$ cat src/rtl/operand_loader.sv
// ============================================================================
// Module   : operand_loader
// Purpose  : Serial-to-parallel loader that assembles two 4-bit operands
//            (A then B, MSB first) after a start request.
//            Optional even parity per operand: OPERAND_LOADER_PARITY_EN.
// Revision : 1.0 - initial release
// ============================================================================
`default_nettype none

module operand_loader (
    input  logic       clk,
    input  logic       reset,
    input  logic       start,
    input  logic       din,
    output logic [3:0] a,
    output logic [3:0] b,
    output logic       valid,
    output logic       busy
`ifdef OPERAND_LOADER_PARITY_EN
    ,
    output logic       err
`endif
);

`ifdef OPERAND_LOADER_PARITY_EN
    typedef enum logic [2:0] {
        IDLE   = 3'd0,
        LOAD_A = 3'd1,
        LOAD_B = 3'd2,
        PAR_A  = 3'd3,
        PAR_B  = 3'd4
    } state_t;
`else
    typedef enum logic [1:0] {
        IDLE   = 2'd0,
        LOAD_A = 2'd1,
        LOAD_B = 2'd2
    } state_t;
`endif

    state_t     r_state;
    state_t     w_next_state;
    logic [1:0] r_cnt;
    logic [3:0] r_sh_a;
    logic [3:0] r_a;
    logic [3:0] r_b;
    logic       r_valid;
    logic       w_last_bit;
    logic       w_in_load;

`ifdef OPERAND_LOADER_PARITY_EN
    logic [3:0] r_sh_b;
    logic       r_a_bad;
    logic       r_err;
    logic       w_b_bad;
`else
    // The last B bit goes straight from din into b, so only 3 bits are held.
    logic [2:0] r_sh_b;
    logic       w_done;
`endif

    assign w_last_bit = (r_cnt == 2'd3);
    assign w_in_load  = (r_state == LOAD_A) || (r_state == LOAD_B);

    always_ff @(posedge clk) begin
        if (reset) begin
            r_state <= IDLE;
        end else begin
            r_state <= w_next_state;
        end
    end

    always_comb begin
        w_next_state = r_state;
`ifdef OPERAND_LOADER_PARITY_EN
        w_b_bad      = ^{r_sh_b, din};
`else
        w_done       = 1'b0;
`endif
        case (r_state)
            IDLE: begin
                if (start) w_next_state = LOAD_A;
            end
            LOAD_A: begin
`ifdef OPERAND_LOADER_PARITY_EN
                if (w_last_bit) w_next_state = PAR_A;
`else
                if (w_last_bit) w_next_state = LOAD_B;
`endif
            end
            LOAD_B: begin
                if (w_last_bit) begin
`ifdef OPERAND_LOADER_PARITY_EN
                    w_next_state = PAR_B;
`else
                    w_next_state = IDLE;
                    w_done       = 1'b1;
`endif
                end
            end
`ifdef OPERAND_LOADER_PARITY_EN
            PAR_A: w_next_state = LOAD_B;
            PAR_B: w_next_state = IDLE;
`endif
            default: w_next_state = IDLE;
        endcase
    end

    always_ff @(posedge clk) begin
        if (reset) begin
            r_cnt   <= 2'd0;
            r_sh_a  <= 4'd0;
            r_sh_b  <= '0;
            r_a     <= 4'd0;
            r_b     <= 4'd0;
            r_valid <= 1'b0;
`ifdef OPERAND_LOADER_PARITY_EN
            r_a_bad <= 1'b0;
            r_err   <= 1'b0;
`endif
        end else begin
            r_valid <= 1'b0;
            // Counter runs only inside a load state and restarts on any state change.
            if (w_in_load && (w_next_state == r_state)) begin
                r_cnt <= r_cnt + 2'd1;
            end else begin
                r_cnt <= 2'd0;
            end
            if (r_state == LOAD_A) r_sh_a <= {r_sh_a[2:0], din};
`ifdef OPERAND_LOADER_PARITY_EN
            r_err <= 1'b0;
            if (r_state == LOAD_B) r_sh_b <= {r_sh_b[2:0], din};
            if (r_state == PAR_A)  r_a_bad <= ^{r_sh_a, din};
            if (r_state == PAR_B) begin
                if (r_a_bad || w_b_bad) begin
                    r_err <= 1'b1;
                end else begin
                    r_a     <= r_sh_a;
                    r_b     <= r_sh_b;
                    r_valid <= 1'b1;
                end
            end
`else
            if (r_state == LOAD_B) r_sh_b <= {r_sh_b[1:0], din};
            if (w_done) begin
                r_a     <= r_sh_a;
                r_b     <= {r_sh_b, din};
                r_valid <= 1'b1;
            end
`endif
        end
    end

    assign a     = r_a;
    assign b     = r_b;
    assign valid = r_valid;
    assign busy  = (r_state != IDLE);
`ifdef OPERAND_LOADER_PARITY_EN
    assign err   = r_err;
`endif

endmodule

`default_nettype wire

$ cat config.mk
export PLATFORM = sky130hd
export DESIGN_NAME = operand_loader
export DESIGN_NICKNAME = d
export VERILOG_FILES = /design/src/rtl/operand_loader.sv
export SDC_FILE = /design/constraint.sdc
export NUM_CORES = 1
export LEC_CHECK = 0
export CORE_ASPECT_RATIO = 0.8
export CORE_MARGIN = 3
export CORE_UTILIZATION = 50
export CTS_CLUSTER_DIAMETER = 100
export DETAILED_ROUTE_END_ITERATION = 12
export PLACE_DENSITY = 0.76
export SKIP_CTS_REPAIR_TIMING = 1
export SLEW_MARGIN = 10
export SYNTH_ARGS = -nofsm -noshare
export SYNTH_HDL_FRONTEND = slang
export SYNTH_SLANG_ARGS = --single-unit
$ cat constraint.sdc
create_clock -name clk -period 1.7 [get_ports clk]
set_input_delay 0.34 -clock clk [delete_from_list [all_inputs] [get_ports clk]]
set_output_delay 0.34 -clock clk [all_outputs]
set_load 0.005 [all_outputs]
Word level (Yosys, flattened, before mapping). Cells that the tools add are included.

Reduce and logical (&&, ||, !) cells: 5. Add/subtract/negate cells: 1. Equality and inequality tests: 4. Muxes and demuxes: 7. Bitwise logic cells: 1.

Operators by type and width (count): 2-to-1 mux 2 bit (3); one-hot mux 2 bit (3 select lines) (1); == test 2 bit (second input constant) (2); 2-to-1 mux 1 bit (3); adder 2 x 1 -> 2 bit (second input constant) (1); == test 2 x 1 -> 1 bit (second input constant) (1); == test 2 bit (1); logical NOT 2 bit (1); nonzero test 2 bit (1); OR reduction 2 bit (1); logical AND 1 bit (1); logical OR 1 bit (1); NOT 1 bit (1).

Word-level logic and storage cells: 25. Output and inout bits: 10. Bits in registers: 20.

Depth between registers and ports, before layout. Gate-level depths: netlist of the first run.

Word-level depth: 7. Mapped depth: 6. Depth with buffers taken out: 5.

Worst setup path after synthesis of the first run. Ideal clock, no wire load.

Path kind: reg-to-reg. Start point: register r_state[1]. End point: register r_cnt[0]. Arrival time: 1234 ps. Clock period less this slack: 1368 ps. Setup time: 134 ps. Path slack: 332 ps. Cell stages (with the launch flop): 7. Cells stage by stage: dfxtp_1 -> inv_1 -> ha_1 -> buf_4 -> o21ba_2 -> nor3_1 -> nor4_1.

Word-level cells in the longest chain between the ends: 6. Elaborated cells on any way between the ends: 12. Those cells by class: eq/ne (3); mux (4); bitwise (1); reduce/logical (4).

RTL lines: start, declared (RTL line 41) `state_t r_state;`; start signal, assigned (RTL line 69) `r_state <= w_next_state;`; == test 2 bit, or another cell as far along (RTL line 63, 80); one-hot mux 2 bit (3 select lines) (RTL line 80) `case (r_state)`; == test 2 bit (RTL line 124) `if (w_in_load && (w_next_state == r_state)) begin`; logical AND 1 bit * (RTL line 124); NOT 1 bit (no source line) *; OR reduction 2 bit (no source line) *; end signal, assigned (RTL line 125) `r_cnt <= r_cnt + 2'd1;`; end, declared (RTL line 43) `logic [1:0] r_cnt;`.

Mark *: on every way between the ends. The rest lies on a longest branch, timed or not. A chain may end at the register's enable or synchronous reset.

Final worst setup path of the first run.
Start point: register r_state[0]. End point: register r_cnt[0].

The elaborated chain is that of the path after synthesis.

==> impl_metrics.csv, run 1 <==
group,metric,value,unit
worst_setup_path,arrival,1.66,ns
sta,setup_slack,0.213,ns
floorplanning,fp.dieArea,2210,sq um
floorplanning,ios,14,
drt,route.met2.wl,694,microns
cells_and_area,instances_no_fill,131,
yosys,ys.warnings.count,0,
drt,top_layer_used,"met3",
pwr,peakVddDrop,0.468,mV
yosys,synth_area_per_cell,9.13,sq um
cts,cts.path.max_buffers,2,
place,dpl.hpwl,1150,microns
grt,grt_pass1_vias,593,
sta,min_period_over_period,87.5,%
grt,grt_start_max_net_pins,19,
pwr,switching_share,22.6,%
drt,m1WireLength,846,microns
drt,wirelength,1620,microns
pwr,pwr-share-clk,28.1,%
drt,route.met3.wl,83,microns
grt,antenna_found_initial,0,
yosys,syn-num-nets,101,
floorplanning,start_util,56.5,%
worst_setup_path,critPathLaunchType,"flop",
cts,clock_sink_count,20,
hold_path,hold_class,"flop to flop",
sta,final_hold_viol_count,0,
grt,grt.overflow.total,0,
cells_and_area,layout_common_cells,"dfxtp_1, clkdlybuf4s50_1, nand2_1, nand3_1",
yosys,syn-cell-area,840,sq um
worst_setup_path,reg2regPathDepth,6,
sta,slew_headroom,73.9,%
place,dp_slack,0.0713,ns
pwr,powerDensity,721,nW/um^2
drt,vias,698,
sta,finalSetupViolCount,0,
place,gp_congestion,0.848,
flow_run,maxCapViolations,0,
pwr,combinationalPowerShare,9.0,%
drt,drt_iter0_drc,32,
floorplanning,dieWidth,51.8,microns
worst_setup_path,cp.required,1.87,ns
cells_and_area,final_util,71.0,%
cts,clk_pin_slew,0.10,ns
floorplanning,core,1490,sq um
pwr,p_leak,0.400,nW
pwr,internal_power,590,uW
drt,drc,0,
worst_setup_path,worstSetupPathType,"flop to flop",
cts,cts_tree,"done",
cts,cts-root-buf,"clkbuf_4",
pwr,power.switching,172,uW
pwr,fin_total_pwr,761,uW
sta,drv_slew,0,
cells_and_area,antenna_cells,0,
sta,period_minus_slack,1.49,ns
worst_setup_path,crit_path_end_kind,"flop",
sta,fin_setup_tns,0,ns
pwr,p_seq_share,62.9,%
drt,vias_per_cell,5.33,
yosys,post_synth_num_cell_types,20,
drt,firstDrtPassIters,4,
place,port_buffers,13,
hold_path,hold_path_depth,2,
cts,cts_max_level,1,
cts,numCtsBuffers,3,
yosys,yosys_register_bits,20,
yosys,synthesis.instances,92,
drt,post_drt_wl_per_cell,12.4,microns
cells_and_area,layout-drive-gt1-share,14.5,%
grt,grt.total_usage,16.1,%
cells_and_area,area_growth,25.8,%
cells_and_area,nNetsFinal,121,
cts,clk_latency,0.29,ns
status,outcome,"finished clean",
sta,skew,0.00285,ns
worst_setup_path,crit_fanout,5,
grt,grt_first_pass_wirelength,2700,microns
sta,fmax,673,MHz
yosys,seq_area_frac_synth,47.7,%
sta,rsz0062_at_grt,"no",
place,dp_cells,125,
floorplanning,die_h,42.7,microns
sta,worst_pin_slew,0.388,ns
drt,ant_nets,0,
cells_and_area,final_common_cell,"dfxtp_1",
floorplanning,rows,12,
## cell families after synthesis
family	after synthesis	synth area share, %
mux	7	8.35
simple gates	36	20.9
flops	20	47.7
compound gates	16	11.0
buf+inv	8	4.62
fa+ha+maj	5	7.45
## power by group through the flow
| stage | combinational (mW) | sequential (mW) | clock (mW) |
|---|---|---|---|
| after global routing | 0.0765 | 0.481 | 0.245 |
| after detailed placement | 0.0599 | 0.491 | 0 |
| after CTS | 0.0604 | 0.480 | 0.220 |
| after global placement | 0.0592 | 0.490 | 0 |
| after floorplan | 0.0415 | 0.490 | 0 |
| final | 0.0688 | 0.479 | 0.214 |
## final cells by class
class	instances	area, sq um
Clock buffer	3	22.5
Fill cell	119	430
Inverter	3	11.3
Multi-Input combinational cell	64	403
Sequential cell	20	408
Tap cell	21	26.3
Timing Repair Buffer	20	185
## cell usage after synthesis, drive strengths merged
cell / number / area (sq um)
o31ai: 1 / 7.51
a211oi: 2 / 15.0
o21ai: 4 / 20.0
nand2: 10 / 37.5
and2b: 1 / 7.51
nand4bb: 1 / 11.3
nor4: 3 / 18.8
dfxtp: 20 / 400
nor2b: 2 / 12.5
ha: 5 / 62.6
mux2i: 7 / 70.1
buf: 5 / 27.5
nor3: 1 / 5.00
nand3: 9 / 45.0
nand3b: 1 / 7.51
o21ba: 1 / 10.0
nor2: 8 / 30.0
a21oi: 8 / 40.0
inv: 3 / 11.3
## sequential cells by signal (all words and copies together) (netlist names)
signal and count:
a 4, valid 1, r_cnt 2, r_sh_b 3
r_state 2, r_sh_a 4, b 4
## layer usage
layer,vias up,global-route usage (%)
li1,354,-
met3,0,6.32
met5,-,0
met2,19,22.8
met1,325,24.3
met4,0,0
## stage by stage
stage | area (sq um) | hold slack, ns
final | 1060 | 0.459
after global routing | 1060 | 0.474
after CTS | 1020 | 0.460
after detailed placement | 998 | 0.446
after global placement | 998 | 0.443
after floorplan | 840 | 0.453
## worst paths after layout
kind              start  endpoint  slack, ns
min                b[0]      b[0]       0.46
max          r_state[0]  r_cnt[0]       0.21
max reg2reg  r_state[0]  r_cnt[0]       0.21
min reg2reg        b[0]      b[0]       0.46
## worst max-delay path: stages (launching register included)
cell and delay (ns):
dfxtp_4 0.38, inv_2 0.05, ha_2 0.18, buf_4 0.14, nor2b_1 0.14, nor4_1 0.35, nor4_1 0.12
Power figures use the tool's default switching activity.
==> inputs of run 2 (changes only) <==
- PLACE_DENSITY: 0.76 -> unset
- PLACE_DENSITY_LB_ADDON: unset -> 0.25
==> run 2 against run 1 <==
Clock power up 25%. Clock skew down 0.00093 ns. Core utilization up 0.42 points. Sequential share of layout area down 0.46 points. Largest power group unchanged.
==> impl_metrics.csv, run 2 (synthesized netlist as in run 1, its figures left out) <==
group,metric,value,unit
sta,period_minus_slack,1.55,ns
pwr,pwr-share-clk,32.7,%
sta,skew,0.00192,ns
cells_and_area,n_fill_cell,111,
cells_and_area,final_common_cell,"dfxtp_1",
flow_run,maxCapViolations,0,
sta,slew_headroom,73.7,%
cts,clock_sink_count,20,
hold_path,hold_class,"flop to flop",
cells_and_area,area_growth,26.5,%
sta,fmax,647,MHz
cells_and_area,final_util,71.5,%
place,dpl.hpwl,1290,microns
worst_setup_path,critPathLaunchType,"flop",
cells_and_area,layout_common_cells,"dfxtp_1, clkdlybuf4s50_1, nand2_1, nand3_1",
cts,cts.path.max_buffers,2,
floorplanning,core,1490,sq um
floorplanning,start_util,56.5,%
cts,clk_latency,0.30,ns
pwr,powerDensity,769,nW/um^2
sta,worst_pin_slew,0.395,ns
drt,wirelength,1740,microns
drt,vias_per_cell,5.20,
drt,post_drt_wl_per_cell,13.3,microns
grt,grt_first_pass_wirelength,2880,microns
status,outcome,"finished clean",
sta,rsz0062_at_grt,"no",
drt,drc,0,
cells_and_area,stdcell_area,1060,sq um
cts,cts-root-buf,"clkbuf_4",
cts,cts_max_level,1,
cts,clk_pin_slew,0.10,ns
floorplanning,rows,12,
place,gp_congestion,0.735,
worst_setup_path,crit_path_end_kind,"flop",
worst_setup_path,cp.required,1.88,ns
worst_setup_path,r2r_slack,0.15,ns
pwr,peakVddDrop,0.619,mV
sta,finalSetupViolCount,0,
cells_and_area,antenna_cells,0,
floorplanning,dieWidth,51.8,microns
place,placedInstanceArea,998,sq um
pwr,switching_share,21.7,%
drt,firstDrtPassIters,4,
floorplanning,die_h,42.7,microns
grt,antenna_found_initial,0,
cts,cts_tree,"done",
pwr,combinationalPowerShare,8.6,%
place,port_buffers,13,
grt,grt.overflow.total,0,
sta,drv_slew,0,
drt,drt_iter0_drc,10,
pwr,p_seq_share,58.7,%
grt,grt.total_usage,17.8,%
drt,ant_nets,0,
drt,vias,676,
pwr,fin_total_pwr,817,uW
pwr,power.switching,177,uW
grt,grt_pass1_vias,646,
worst_setup_path,worstSetupPathType,"flop to flop",
pwr,p_leak,0.400,nW
floorplanning,ios,14,
cts,numCtsBuffers,3,
grt,grt_start_max_net_pins,19,
cells_and_area,layout-drive-gt1-share,13.8,%
floorplanning,fp.dieArea,2210,sq um
pwr,internal_power,640,uW
worst_setup_path,arrival,1.73,ns
worst_setup_path,crit_fanout,8,
cells_and_area,nNetsFinal,119,
sta,min_period_over_period,90.9,%
sta,final_hold_viol_count,0,
[run 2: cell count changes in the layout (fill, tap and decap cells not counted)]
cell,change
ha_4,+1
buf_4,-2
dfxtp_4,-1
dfxtp_2,+1
ha_2,-1
clkbuf_8,+1
[run 2: area by class of cell]
| cell class | count | area, sq um | share of cell area, % |
|---|---|---|---|
| sequential | 20 | 405 | 38.2 |
| inverter | 3 | 11.3 | 1.06 |
| clock buffer | 4 | 36.3 | 3.42 |
| timing repair buffer | 18 | 170 | 16.0 |
| multi-input combinational | 64 | 413 | 38.9 |
| tap | 21 | 26.3 | 2.47 |
[run 2: routing by layer]
| metal | vias to the layer above | track usage (%) | share of wire (%) |
|---|---|---|---|
| met2 | 16 | 27.7 | 47 |
| met5 | - | 0 | 0 |
| met3 | 4 | 7.37 | 4.8 |
| met1 | 305 | 21.7 | 47 |
| li1 | 351 | - | - |
| met4 | 0 | 6.81 | 1.5 |
[run 2: power groups by stage]
stage	clock, mW	combinational (mW)	sequential [mW]
floorplan	0	0.0415	0.490
global placement	0	0.0587	0.490
detailed placement	0	0.0604	0.491
CTS	0.277	0.0614	0.481
global route	0.293	0.0775	0.481
finish	0.267	0.0705	0.480
[run 2: final timing paths]
check	from	to	depth (start not counted)
worst min-delay path	a[1]	a[1]	2
worst max register to register	r_state[0]	r_cnt[1]	5
worst min register to register	a[1]	a[1]	2
worst max-delay path	r_state[0]	r_cnt[1]	5
[run 2: through the flow]
stage	instances	hold slack [ns]	setup TNS (ns)	worst slack, ns
after floorplan	92	0.453	0	0.332
after global placement	125	0.442	0	0.106
after detailed placement	125	0.448	0	0.0507
after CTS	129	0.463	-0.302	-0.302
after global routing	130	0.488	0	0.0518
final	130	0.458	0	0.155
[run 2: worst max-delay path: stages (launching register included)]
cell and delay, ns:
dfxtp_4 0.37, buf_4 0.14, ha_1 0.33, o21ba_2 0.27, nor3_1 0.24, nor4_1 0.09
==> inputs of run 3 (changes only) <==
- CORE_ASPECT_RATIO: 0.8 -> unset
- CORE_UTILIZATION: 50 -> 54
- TNS_END_PERCENT: unset -> 1
- clock period: 1.7 -> 1.8 ns (I/O delays scaled with it)
==> run 3 against run 2 <==
Core utilization grew 6.0 points. Largest cell class is now sequential cells. Sequential share of layout area shrank 0.079 points. Sequential power shrank 5.6%. Total power grew 7.3%. Cell count shrank 3.8%. Wire length shrank 1.2%. Largest power group unchanged. Combinational power shrank 9.5%. Worst setup slack gained 0.097 ns. Highest routed layer unchanged.
==> impl_metrics.csv, run 3 (synthesized netlist as in run 1, its figures left out) <==
group,metric,value,unit
drt,drc,0,
floorplanning,fp.dieArea,2060,sq um
place,gp_congestion,0.840,
pwr,pwr-share-clk,41.1,%
floorplanning,start_util,60.7,%
drt,wirelength,1710,microns
cells_and_area,nNetsFinal,120,
grt,grt_first_pass_wirelength,2650,microns
sta,fmax,646,MHz
sta,rsz0062_at_grt,"no",
cts,numCtsBuffers,3,
sta,finalSetupViolCount,0,
pwr,powerDensity,819,nW/um^2
pwr,p_seq_share,51.6,%
hold_path,hold_class,"flop to flop",
grt,grt.overflow.total,0,
pwr,p_leak,0.409,nW
sta,min_period_over_period,86.0,%
pwr,combinationalPowerShare,7.3,%
cells_and_area,final_util,77.5,%
worst_setup_path,worstSetupPathType,"flop to flop",
grt,antenna_found_initial,0,
place,dpl.hpwl,1180,microns
worst_setup_path,crit_fanout,6,
cts,cts.path.max_buffers,2,
sta,skew,0.0138,ns
cts,clock_sink_count,20,
floorplanning,die_h,45.4,microns
worst_setup_path,arrival,1.74,ns
worst_setup_path,cp.required,1.99,ns
sta,final_hold_viol_count,0,
cells_and_area,layout_common_cells,"dfxtp_1, clkdlybuf4s50_1, nand2_1, nand3_1",
grt,grt_pass1_vias,613,
pwr,power.switching,173,uW
flow_run,maxCapViolations,0,
pwr,switching_share,19.7,%
cts,clk_pin_slew,0.12,ns
cells_and_area,instances_no_fill,125,
pwr,internal_power,705,uW
place,dp_cells,118,
cts,cts-root-buf,"clkbuf_4",
status,outcome,"finished clean",
sta,period_minus_slack,1.55,ns
cts,clk_latency,0.31,ns
floorplanning,rows,13,
drt,ant_nets,0,
cells_and_area,layout-drive-gt1-share,12.7,%
hold_path,hold_path_depth,2,
floorplanning,dieWidth,45.4,microns
drt,vias,704,
drt,post_drt_wl_per_cell,13.7,microns
sta,slew_headroom,71.2,%
cells_and_area,area_growth,27.6,%
floorplanning,core,1380,sq um
pwr,peakVddDrop,0.802,mV
drt,vias_per_cell,5.63,
floorplanning,ios,14,
place,port_buffers,13,
worst_setup_path,reg2regPathDepth,5,
sta,worst_pin_slew,0.429,ns
grt,grt.total_usage,18.3,%
grt,grt_start_max_net_pins,17,
cts,cts_max_level,1,
worst_setup_path,crit_path_end_kind,"flop",
drt,firstDrtPassIters,5,
cts,cts_tree,"done",
drt,drt_iter0_drc,16,
worst_setup_path,critPathLaunchType,"flop",
sta,drv_slew,0,
cells_and_area,final_common_cell,"dfxtp_1",
cells_and_area,antenna_cells,0,
## run 3: power groups by stage
stage,registers [mW],logic [mW],clock network [mW]
after floorplan,0.462,0.0392,0
after global placement,0.463,0.0547,0
after detailed placement,0.464,0.0563,0
after CTS,0.454,0.0565,0.368
after global routing,0.453,0.0702,0.383
final,0.453,0.0638,0.361
## run 3: metrics by stage
stage	TNS [ns]	hold slack [ns]	instance area (sq um)	worst slack (ns)	power, mW
6_report	0	0.460	1070	0.252	0.877
5_1_grt	0	0.477	1070	0.191	0.907
4_1_cts	-0.213	0.463	1040	-0.213	0.879
3_5_place_dp	0	0.448	983	0.132	0.520
3_3_place_gp	0	0.441	983	0.182	0.518
2_1_floorplan	0	0.453	840	0.432	0.502
## run 3: cell type report
class | instances | area (sq um)
Tap cell | 15 | 18.8
Timing Repair Buffer | 19 | 178
Sequential cell | 20 | 408
Clock buffer | 3 | 22.5
Fill cell | 96 | 312
Inverter | 3 | 11.3
Clock inverter | 1 | 30.0
Multi-Input combinational cell | 64 | 403
## run 3: per-layer routing
metal / vias up / GRT usage [%] / part of all wire, %
li1: 353 / - / -
met4: 0 / 7.02 / 1.1
met2: 25 / 27.0 / 47
met1: 322 / 23.4 / 45
met3: 4 / 7.91 / 7.5
met5: - / 0 / 0
## run 3: path summary, 6_finish.rpt
path	start	to	slack, ns
worst max-delay path	r_state[1]	r_cnt[1]	0.25
worst min-delay path	a[2]	a[2]	0.46
worst max register to register	r_state[1]	r_cnt[1]	0.25
worst min register to register	a[2]	a[2]	0.46
## run 3: critical path: stages, from the launching register on
cell	delay (ns)
dfxtp_4	0.38
buf_4	0.13
ha_1	0.25
and2b_1	0.22
nor4_1	0.34
nor4_1	0.13
